[config.mk]
export PLATFORM = sky130hd
export DESIGN_NAME = irq_arbiter
export DESIGN_NICKNAME = d
export VERILOG_FILES = /design/src/rtl/irq_arbiter.sv
export SDC_FILE = /design/constraint.sdc
export NUM_CORES = 1
export LEC_CHECK = 0
export CAP_MARGIN = 40
export CELL_PAD_IN_SITES_DETAIL_PLACEMENT = 1
export CELL_PAD_IN_SITES_GLOBAL_PLACEMENT = 1
export CORE_ASPECT_RATIO = 1.25
export CORE_UTILIZATION = 38
export DETAILED_ROUTE_END_ITERATION = 8
export HOLD_SLACK_MARGIN = 0.12
export PLACE_DENSITY_LB_ADDON = 0.1
export SLEW_MARGIN = 10
export SYNTH_ARGS = -nofsm -noshare
export SYNTH_HDL_FRONTEND = slang
export SYNTH_SLANG_ARGS = --single-unit
[constraint.sdc]
create_clock -name clk -period 13.8 [get_ports clk]
set_input_delay 2.07 -clock clk [delete_from_list [all_inputs] [get_ports clk]]
set_output_delay 2.07 -clock clk [all_outputs]
set_load 0.005 [all_outputs]
[src/rtl/irq_arbiter.sv]
`timescale 1ns/1ps
`default_nettype none
// ============================================================================
// Module   : irq_arbiter
// Purpose  : External interrupt arbiter. It synchronises NUM_SRC raw
//            interrupt lines and latches them as pending. It selects the
//            highest-priority enabled pending source above THRESHOLD and
//            drives a single registered request (intr_ext) to the CSR unit.
//            Software claims and completes interrupts through a small
//            register file. Only one source is in service at a time.
//
// Ports    : clk       - sole clock, rising edge
//            reset     - synchronous, active-high reset
//            src_irq   - raw asynchronous interrupt lines (source i+1 on bit i)
//            addr      - register word index
//            data_in   - write data
//            write_en  - register write strobe
//            read_en   - read strobe; qualifies the CLAIM side effect
//            data_out  - combinational read data for addr
//            intr_ext  - registered interrupt request
//
// Register map (word index):
//            0 ENABLE     bit i enables source i+1
//            1 PRIORITY   bits [2i+1:2i] = priority of source i+1 (0 = never)
//            2 THRESHOLD  [1:0]
//            3 PENDING    read status; write 1 to clear a bit
//            4 CLAIM / COMPLETE
//            5 EDGE       bit i = 1 selects edge mode (only with IRQ_EDGE_EN)
//
// Options  : define IRQ_EDGE_EN to add the EDGE register and per-source
//            rising-edge detection. Without it every source is level mode
//            and address 5 reads 0 and ignores writes.
//
// Revision : 1.0 - initial release
// ============================================================================
module irq_arbiter #(
  parameter int NUM_SRC = 8
) (
  input  logic               clk,
  input  logic               reset,
  input  logic [NUM_SRC-1:0] src_irq,
  input  logic [2:0]         addr,
  input  logic [31:0]        data_in,
  input  logic               write_en,
  input  logic               read_en,
  output logic [31:0]        data_out,
  output logic               intr_ext
);

  localparam int PRIO_W = 2 * NUM_SRC;

  localparam logic [2:0] ADDR_ENABLE    = 3'd0;
  localparam logic [2:0] ADDR_PRIORITY  = 3'd1;
  localparam logic [2:0] ADDR_THRESHOLD = 3'd2;
  localparam logic [2:0] ADDR_PENDING   = 3'd3;
  localparam logic [2:0] ADDR_CLAIM     = 3'd4;
`ifdef IRQ_EDGE_EN
  localparam logic [2:0] ADDR_EDGE      = 3'd5;
`endif

  typedef enum logic [1:0] {
    ST_IDLE    = 2'd0,
    ST_REQ     = 2'd1,
    ST_SERVICE = 2'd2
  } state_e;

  // --------------------------------------------------------------------------
  // State
  // --------------------------------------------------------------------------
  logic [NUM_SRC-1:0] sync1_q;
  logic [NUM_SRC-1:0] sync2_q;
  logic [NUM_SRC-1:0] enable_q;
  logic [PRIO_W-1:0]  prio_q;
  logic [1:0]         thresh_q;
  logic [NUM_SRC-1:0] pending_q;
  logic [NUM_SRC-1:0] pending_d;
  logic [4:0]         svc_id_q;
  logic               intr_ext_q;
  state_e             state_q;

  // --------------------------------------------------------------------------
  // Combinational signals
  // --------------------------------------------------------------------------
  logic [NUM_SRC-1:0] set_vec;
  logic [NUM_SRC-1:0] clr_wr;
  logic [NUM_SRC-1:0] clr_claim;
  logic [4:0]         win_id;
  logic [1:0]         best_prio;
  logic               claim_fire;
  logic               complete_fire;
  logic               wr_hit_enable;
  logic               wr_hit_prio;
  logic               wr_hit_thresh;

  // Only a subset of data_in bits is meaningful for small NUM_SRC.
  logic unused_data_in;
  assign unused_data_in = ^data_in;

  // --------------------------------------------------------------------------
  // Two-flop synchroniser
  // --------------------------------------------------------------------------
  always_ff @(posedge clk) begin
    if (reset) begin
      sync1_q <= '0;
      sync2_q <= '0;
    end else begin
      sync1_q <= src_irq;
      sync2_q <= sync1_q;
    end
  end

  // --------------------------------------------------------------------------
  // Pending set condition (level, or optionally rising edge)
  // --------------------------------------------------------------------------
`ifdef IRQ_EDGE_EN
  logic [NUM_SRC-1:0] edge_q;
  logic [NUM_SRC-1:0] prev_q;

  always_ff @(posedge clk) begin
    if (reset) begin
      edge_q <= '0;
      prev_q <= '0;
    end else begin
      prev_q <= sync2_q;
      if (write_en && (addr == ADDR_EDGE)) begin
        edge_q <= data_in[NUM_SRC-1:0];
      end
    end
  end

  // Edge-mode sources only set on a 0->1 of the synchronised line.
  assign set_vec = sync2_q & (~edge_q | ~prev_q);
`else
  assign set_vec = sync2_q;
`endif

  // --------------------------------------------------------------------------
  // Configuration registers
  // --------------------------------------------------------------------------
  assign wr_hit_enable = write_en && (addr == ADDR_ENABLE);
  assign wr_hit_prio   = write_en && (addr == ADDR_PRIORITY);
  assign wr_hit_thresh = write_en && (addr == ADDR_THRESHOLD);

  always_ff @(posedge clk) begin
    if (reset) begin
      enable_q <= '0;
      prio_q   <= '0;
      thresh_q <= '0;
    end else begin
      if (wr_hit_enable) begin
        enable_q <= data_in[NUM_SRC-1:0];
      end
      if (wr_hit_prio) begin
        prio_q <= data_in[PRIO_W-1:0];
      end
      if (wr_hit_thresh) begin
        thresh_q <= data_in[1:0];
      end
    end
  end

  // --------------------------------------------------------------------------
  // Arbitration: strict ">" while scanning upward keeps ties on the lowest
  // index. best_prio starts at 0 and eligibility needs prio > threshold >= 0,
  // so a priority-0 source can never win.
  // --------------------------------------------------------------------------
  always_comb begin
    best_prio = 2'd0;
    win_id    = 5'd0;
    for (int i = 0; i < NUM_SRC; i++) begin
      if (pending_q[i] && enable_q[i] &&
          (prio_q[2*i +: 2] > thresh_q) &&
          (prio_q[2*i +: 2] > best_prio)) begin
        best_prio = prio_q[2*i +: 2];
        win_id    = 5'(i + 1);
      end
    end
  end

  assign claim_fire    = read_en && (addr == ADDR_CLAIM) &&
                         (state_q == ST_REQ) && (win_id != 5'd0);
  assign complete_fire = write_en && (addr == ADDR_CLAIM) &&
                         (state_q == ST_SERVICE) && (data_in[4:0] == svc_id_q);

  // --------------------------------------------------------------------------
  // Pending register: a set in the same cycle as a clear wins.
  // --------------------------------------------------------------------------
  always_comb begin
    clr_wr    = '0;
    clr_claim = '0;
    if (write_en && (addr == ADDR_PENDING)) begin
      clr_wr = data_in[NUM_SRC-1:0];
    end
    for (int i = 0; i < NUM_SRC; i++) begin
      clr_claim[i] = claim_fire && (win_id == 5'(i + 1));
    end
    pending_d = (pending_q & ~(clr_wr | clr_claim)) | set_vec;
  end

  always_ff @(posedge clk) begin
    if (reset) begin
      pending_q <= '0;
    end else begin
      pending_q <= pending_d;
    end
  end

  // --------------------------------------------------------------------------
  // Claim / complete FSM with registered request output
  // --------------------------------------------------------------------------
  always_ff @(posedge clk) begin
    if (reset) begin
      state_q    <= ST_IDLE;
      svc_id_q   <= 5'd0;
      intr_ext_q <= 1'b0;
    end else begin
      case (state_q)
        ST_IDLE: begin
          if (win_id != 5'd0) begin
            state_q    <= ST_REQ;
            intr_ext_q <= 1'b1;
          end
        end
        ST_REQ: begin
          if (claim_fire) begin
            svc_id_q   <= win_id;
            state_q    <= ST_SERVICE;
            intr_ext_q <= 1'b0;
          end else if (win_id == 5'd0) begin
            // Source disabled or cleared before software claimed it.
            state_q    <= ST_IDLE;
            intr_ext_q <= 1'b0;
          end else begin
            intr_ext_q <= 1'b1;
          end
        end
        ST_SERVICE: begin
          intr_ext_q <= 1'b0;
          if (complete_fire) begin
            svc_id_q <= 5'd0;
            state_q  <= ST_IDLE;
          end
        end
        default: begin
          state_q    <= ST_IDLE;
          intr_ext_q <= 1'b0;
        end
      endcase
    end
  end

  assign intr_ext = intr_ext_q;

  // --------------------------------------------------------------------------
  // Read mux. A strobed CLAIM read outside REQ returns 0. An unstrobed read of
  // address 4 shows the current winner, or the in-service ID.
  // --------------------------------------------------------------------------
  always_comb begin
    data_out = 32'd0;
    case (addr)
      ADDR_ENABLE:    data_out[NUM_SRC-1:0] = enable_q;
      ADDR_PRIORITY:  data_out[PRIO_W-1:0]  = prio_q;
      ADDR_THRESHOLD: data_out[1:0]         = thresh_q;
      ADDR_PENDING:   data_out[NUM_SRC-1:0] = pending_q;
      ADDR_CLAIM: begin
        if (read_en && (state_q != ST_REQ)) begin
          data_out = 32'd0;
        end else if (state_q == ST_SERVICE) begin
          data_out[4:0] = svc_id_q;
        end else begin
          data_out[4:0] = win_id;
        end
      end
`ifdef IRQ_EDGE_EN
      ADDR_EDGE:      data_out[NUM_SRC-1:0] = edge_q;
`endif
      default:        data_out = 32'd0;
    endcase
  end

endmodule
`default_nettype wire

==> reports/metrics.yaml, run 1 <==
antenna_left: 0
clkTransAtPathRegs_ps: 50
coreArea_um2: 9174
max_slew_margin_pct: 48.23
syn_area_per_cell_um2: 8.288
final_util_pct: 48.68
remaining_drc_errors: 0
synthFlopType: "dfxtp_1"
r2r-end: "svc_id_q[2]$_SDFFE_PP0P_"
drt_first_pass_iters: 4
rrSetupSlack_ps: 2900
crit_slowest_cell: "a2111o_1"
vias: 3228
gp_congestion: 0.8103
syn-cell-area_um2: 3597
status: "complete, no violations"
ioPinCount: 80
cts_buffers: 9
worst-path-stages: 49
worst_path_most_repeated_cell: "ha_1"
end_kind: "output pin"
clockBufferDepth: 2
synth_cell_types: 65
crit_fanout: 6
place_ws_ps: 565.2
maxSlewViolCount: 0
vias_per_cell: 5.266
dp_hpwl_mm: 8.001
n_antenna_cell: 0
power_leakage_uw: 0.001701
num-nets-final: 558
cpPeakStageDelay_ps: 500
insertion_delay_ps: 330
async_flop_share_pct: 0
p_per_area_nw_per_um2: 93.40
drive_above_1_share_pct: 12.24
max_cap_violations: 0
ir_worst_vdd_mv: 0.06808
fp.dieH_um: 110.8
whs_path_depth: 1
area_growth_pct: 24.14
hold_violations: 0
root_buffer: "clkbuf_16"
drt_iter0_markers: 147
holdPathEnd: "set_vec[7]$_SDFF_PP0_"
start_kind: "register"
yosysSeqAreaShare_pct: 31.72
fin_tns_setup_ps: 0
hold_path_class: "reg -> reg"
die_area_um2: 9862
min_period_over_period_pct: 94.79
fin_ws_ps: 718.7
die_x_um: 89.03
final_common_cell: "nand2_1"
fin_crit_ps: 13080
worstHoldStart: "sync1_q[7]$_SDFF_PP0_"
grt_first_pass_wirelength_mm: 17.40
grt_use_total_pct: 23.53
synth-seq-cells: 57
clock.fmax_ghz: 0.07645
synthCells: 434
wl_per_cell_um: 17.04
arrival_ps: 11010
r2r_cells: 49
path_class: "reg -> out"
row_count: 39
holdWs_ps: 434.4
critPathBufInv: 4
fin_worst_skew_ps: 3.985
synth_warnings: 0
overflow: 0
cts_num_sinks: 57
cpLargestDelayFamily: "simple AND/OR/NAND/NOR gates"
final_cell_mix: "nand2_1 (79), dfxtp_1 (57), clkdlybuf4s50_1 (46), a21oi_1 (38), nor2b_1 (27)"
port_buffers: 47
grt_max_degree: 41
r2r_start: "thresh_q[1]$_SDFFE_PP0P_"
synth_edf_count: 0
wl_mm: 10.45
grt_pass1_vias: 3357
tightest_slew_ps: 757.0
setup_viol: 0
cts_tree: "built"
required_ps: 11730
antenna_found_initial: 0
start_util_pct: 39.21
htree_levels: 3
==> sequential cells by signal, indices dropped and copies added (netlist names) <==
name       flops
prio_q        16
enable_q       8
pending_q      8
set_vec        8
sync1_q        8
svc_id_q       4
state_q        2
thresh_q       2
intr_ext       1
==> repair_timing <==
action / 4_1_cts / 5_1_grt
endpoints found under the setup margin: 0 / 4
hold buffers: 0 / 0
endpoints found under the hold margin: 0 / 0
resized for setup: 0 / 5
buffers inserted: 0 / 3
==> worst max path at each step <==
| stage | startpoint | to | slack (ps) |
|---|---|---|---|
| floorplan | thresh_q[1]$_SDFFE_PP0P_ | data_out[1] | 2030 |
| global placement | thresh_q[1]$_SDFFE_PP0P_ | data_out[1] | 770 |
| detailed placement | thresh_q[1]$_SDFFE_PP0P_ | data_out[1] | 570 |
| CTS | thresh_q[1]$_SDFFE_PP0P_ | data_out[1] | 170 |
| global route | thresh_q[1]$_SDFFE_PP0P_ | data_out[1] | -10 |
| finish | thresh_q[1]$_SDFFE_PP0P_ | data_out[1] | 720 |
==> layout make-up <==
type / instances / area [um^2]
Fill cell: 1156 / 4708
Multi-Input combinational cell: 343 / 2276
Sequential cell: 57 / 1141
Timing Repair Buffer: 58 / 555.5
Clock buffer: 13 / 260.3
Tap cell: 123 / 153.9
Inverter: 16 / 63.81
Clock inverter: 3 / 15.01
==> kinds of logic after synthesis <==
group                      synth area share, %
other                                   0.1042
muxes                                    5.843
DFF                                      31.72
AOI/OAI and AO/OA                        19.20
adders and majority gates                9.322
xor gates and xnor gates                0.9738
buffers and inverters                    6.992
and+or+nand+nor                          25.84
==> report_power, final <==
part,leakage [uW],switching (uW),total (uW),internal [uW]
sequential,0.000465,3.72,174,170
clock,0.000139,75.3,205,130
combinational,0.00110,20.0,38.0,18.0
==> metrics by stage <==
stage | cells | total power (uW) | area (um^2)
2_1_floorplan | 449 | 199.1 | 3654
3_3_place_gp | 591 | 212.4 | 4119
3_5_place_dp | 594 | 214.7 | 4149
4_1_cts | 610 | 422.1 | 4424
5_1_grt | 613 | 435.4 | 4466
6_report | 613 | 417.1 | 4466
==> synth_stat cells (2+ instances only) <==
cell type | count | area (um^2)
nand2_1 | 79 | 296.5
a221o_1 | 2 | 20.02
mux2_2 | 5 | 56.30
clkbuf_1 | 16 | 60.06
xnor2_1 | 4 | 35.03
a31oi_1 | 4 | 25.02
o22ai_1 | 5 | 31.28
inv_1 | 16 | 60.06
a2111o_1 | 2 | 22.52
and2b_2 | 2 | 17.52
and2_4 | 2 | 17.52
nor2b_1 | 27 | 168.9
nand3_1 | 5 | 25.02
nand3b_1 | 2 | 15.01
nor3_1 | 10 | 50.05
o2111a_1 | 2 | 22.52
o21ai_0 | 5 | 25.02
mux2i_1 | 6 | 60.06
or3_1 | 2 | 12.51
a21oi_1 | 39 | 195.2
buf_4 | 16 | 120.1
o2111ai_1 | 2 | 17.52
a22oi_1 | 6 | 45.04
dfxtp_1 | 57 | 1141
and2_1 | 12 | 75.07
nor3b_1 | 2 | 15.01
nor4_1 | 4 | 25.02
and2_2 | 2 | 15.01
ha_1 | 26 | 325.3
nand2b_1 | 3 | 18.77
o211ai_1 | 3 | 22.52
and3_1 | 2 | 12.51
nand4_1 | 2 | 12.51
a2111oi_0 | 2 | 17.52
mux2_4 | 3 | 45.04
nor2_1 | 28 | 105.1
==> per-layer routing <==
metal  GRT usage [%]  part of all wire, %  up-vias
met1           30.16                   46     1561
met5               0                    0        -
met2           38.31                   48       54
met4           8.466                  2.2        0
met3           5.138                  3.4       17
li1                -                    -     1596
(Power assumes the default switching activity.)
==> run 2, diff against run 1 <==
--- a/config.mk
+++ b/config.mk
@@ -8,12 +8,10 @@
 export CAP_MARGIN = 40
 export CELL_PAD_IN_SITES_DETAIL_PLACEMENT = 1
 export CELL_PAD_IN_SITES_GLOBAL_PLACEMENT = 1
-export CORE_ASPECT_RATIO = 1.25
 export CORE_UTILIZATION = 38
 export DETAILED_ROUTE_END_ITERATION = 8
 export HOLD_SLACK_MARGIN = 0.12
-export PLACE_DENSITY_LB_ADDON = 0.1
-export SLEW_MARGIN = 10
+export PLACE_DENSITY = 0.82
 export SYNTH_ARGS = -nofsm -noshare
 export SYNTH_HDL_FRONTEND = slang
 export SYNTH_SLANG_ARGS = --single-unit
==> run 2 against run 1 <==
  * Utilization down 0.69 points
  * Non-clock buffer count unchanged
  * Die area about the same
  * Global-route usage down 1.7 points
  * Total power down 6.4%
  * Count of clock-buffer cells in the layout down 2
  * Critical endpoint is now data_out[2]
  * Final area down 1.2%
  * Register-to-register slack worse by 40 ps
==> reports/metrics.yaml, run 2 (synthesized netlist as in run 1, its figures left out) <==
p_int_uw: 298.7  # -6.1%
arrival_ps: 11080  # +70 ps
hold_violations: 0  # unchanged
stdcell_area_um2: 4413  # -1.2%
setup_viol: 0  # unchanged
start_kind: "register"
grt_use_total_pct: 21.85  # -1.7 points
grt-busiest-layer: "met2"
power_leakage_uw: 0.001680  # -1.2%
die_area_um2: 9860  # about the same
insertion_delay_ps: 340  # about the same
combPwrFrac_pct: 9.9  # +0.8 points
root_buffer: "clkbuf_8"
power_frac_seq_pct: 44.4  # +2.8 points
crit_slowest_cell: "clkdlybuf4s50_1"
grtUsageMet1_pct: 26.50  # -3.7 points
cts_num_sinks: 57  # unchanged
port_buffers: 47  # unchanged
cpPeakStageDelay_ps: 540  # +40 ps
vias_per_cell: 5.449  # +3.5%
path_class: "reg -> out"
start_util_pct: 39.12  # -0.096 points
clock.fmax_ghz: 0.07605  # -0.51%
cts_tree: "built"
cpLargestDelayFamily: "simple AND/OR/NAND/NOR gates"
row_count: 35  # -10%
holdWs_ps: 434.5  # +0.1090 ps
fin_total_pwr_uw: 390.5  # -6.4%
p_clk_share_pct: 45.7  # -3.6 points
worst_path_most_repeated_cell: "ha_1"
final_cell_mix: "nand2_1 (79), dfxtp_1 (57), clkdlybuf4s50_1 (46), a21oi_1 (38), nor2b_1 (27)"
antenna_found_initial: 0  # unchanged
use_met2_pct: 39.37  # +1.1 points
grtUsageMet3_pct: 2.600  # -2.5 points
ir_worst_vdd_mv: 0.06858  # +0.73%
gp_congestion: 0.8386  # +3.5%
vias: 3275  # +1.5%
dp_hpwl_mm: 7.786  # -2.7%
rrSetupSlack_ps: 2860  # -40 ps
final_common_cell: "nand2_1"
fin_tns_setup_ps: 0  # unchanged
wl_per_cell_um: 17.22  # +1.0%
grt_max_degree: 31  # -24%
switchingPower_uw: 91.85  # -7.2%
coreArea_um2: 9196  # +0.25%
p_per_area_nw_per_um2: 88.50  # -5.3%
num-nets-final: 558  # unchanged
drt_iter0_markers: 217  # +48%
hold_path_class: "reg -> reg"
drt_first_pass_iters: 4  # unchanged
status: "complete, no violations"
htree_levels: 3  # unchanged
area_growth_pct: 22.68
n_antenna_cell: 0  # unchanged
largest_reg_flops: 16  # unchanged
min_period_over_period_pct: 95.28  # +0.49 points
fin_crit_ps: 13150  # +67.15 ps
die_x_um: 99.30  # +12%
required_ps: 11730  # about the same
cts_buffers: 9  # unchanged
tightest_slew_ps: 826.9  # +69.84 ps
critPathBufInv: 4  # unchanged
fin_worst_skew_ps: 7.000  # +3.015 ps
grt_first_pass_wirelength_mm: 16.93  # -2.7%
max_cap_violations: 0  # unchanged
maxSlewViolCount: 0  # unchanged
drive_above_1_share_pct: 12.65  # +0.41 points
remaining_drc_errors: 0  # unchanged
wl_mm: 10.35  # -0.94%
max_slew_margin_pct: 43.45  # -4.8 points
overflow: 0  # unchanged
final_util_pct: 47.99  # -0.69 points
clkTransAtPathRegs_ps: 70  # +20 ps
p_sw_share_pct: 23.52  # -0.21 points
end_kind: "output pin"
antenna_left: 0  # unchanged
grt_pass1_vias: 3432  # +2.2%
placed_cell_area_um2: 4141  # -0.18%
ioPinCount: 80  # unchanged
crit_fanout: 6  # unchanged
fp.dieH_um: 99.30  # -10%
clockBufferDepth: 2  # unchanged
largest_register: "prio_q"
==> run 2: cell types whose count changed in the layout (fill, tap and decap cells not counted), sizes merged <==
cell | previous run | this run
clkinv | 3 | 2
clkbuf | 13 | 11
bufinv | 0 | 2
clkinvlp | 1 | 2
==> run 2: final timing paths <==
kind                       startpoint                        to  depth (start not counted)
min reg2reg     set_vec[4]$_SDFF_PP0_   pending_q[4]$_SDFF_PP0_                          2
max reg2reg  thresh_q[1]$_SDFFE_PP0P_  svc_id_q[2]$_SDFFE_PP0P_                         49
max          thresh_q[1]$_SDFFE_PP0P_               data_out[2]                         48
min             set_vec[4]$_SDFF_PP0_   pending_q[4]$_SDFF_PP0_                          2
==> run 2: routing by layer <==
| metal | routed length (um) | share of wire (%) |
|---|---|---|
| met2 | 5322 | 51 |
| met3 | 267 | 2.6 |
| met5 | 0 | 0 |
| met1 | 4589 | 44 |
| met4 | 170 | 1.6 |
==> run 2: repair_timing <==
item                                    4_1_cts  5_1_grt
buffers inserted                              0        3
hold buffers                                  0        0
endpoints found under the setup margin        0        4
resized for setup                             0        6
==> run 2: power groups by stage <==
stage	clock, uW	sequential, uW	combinational, uW
finish	179	173	38.7
global placement	0	176	35.0
floorplan	0	175	23.7
detailed placement	0	177	37.8
CTS	182	173	38.4
global route	189	174	42.6
==> run 2: cell type report <==
cell class | count | area, um^2
fillers | 1100 | 4783
clock inverters | 5 | 77.57
flip-flops and latches | 57 | 1141
clock buffers | 11 | 151.4
repair buffers | 58 | 563.0
multi-input cells | 343 | 2277
inverters | 16 | 63.81
well taps | 111 | 138.9
==> run 2: metrics by stage <==
stage               std cells  setup slack [ps]
finish                    601             651.6
global route              601            -52.79
CTS                       598             251.7
detailed placement        582             682.5
global placement          579             914.8
floorplan                 449              2033
==> run 2: tightest hold or removal path: cells and delay by family, from the launching register on <==
kind / cells / cell delay, ps
AOI/OAI and AO/OA: 1 / 50
DFF: 1 / 300
buffers and inverters: 1 / 40
==> run 3, diff against run 2 <==
--- a/config.mk
+++ b/config.mk
@@ -12,6 +12,7 @@
 export DETAILED_ROUTE_END_ITERATION = 8
 export HOLD_SLACK_MARGIN = 0.12
 export PLACE_DENSITY = 0.82
+export SKIP_CTS_REPAIR_TIMING = 1
 export SYNTH_ARGS = -nofsm -noshare
 export SYNTH_HDL_FRONTEND = slang
 export SYNTH_SLANG_ARGS = --single-unit
==> results of run 3 <==
Final layout, timing and power as in run 2 (identical DEF).
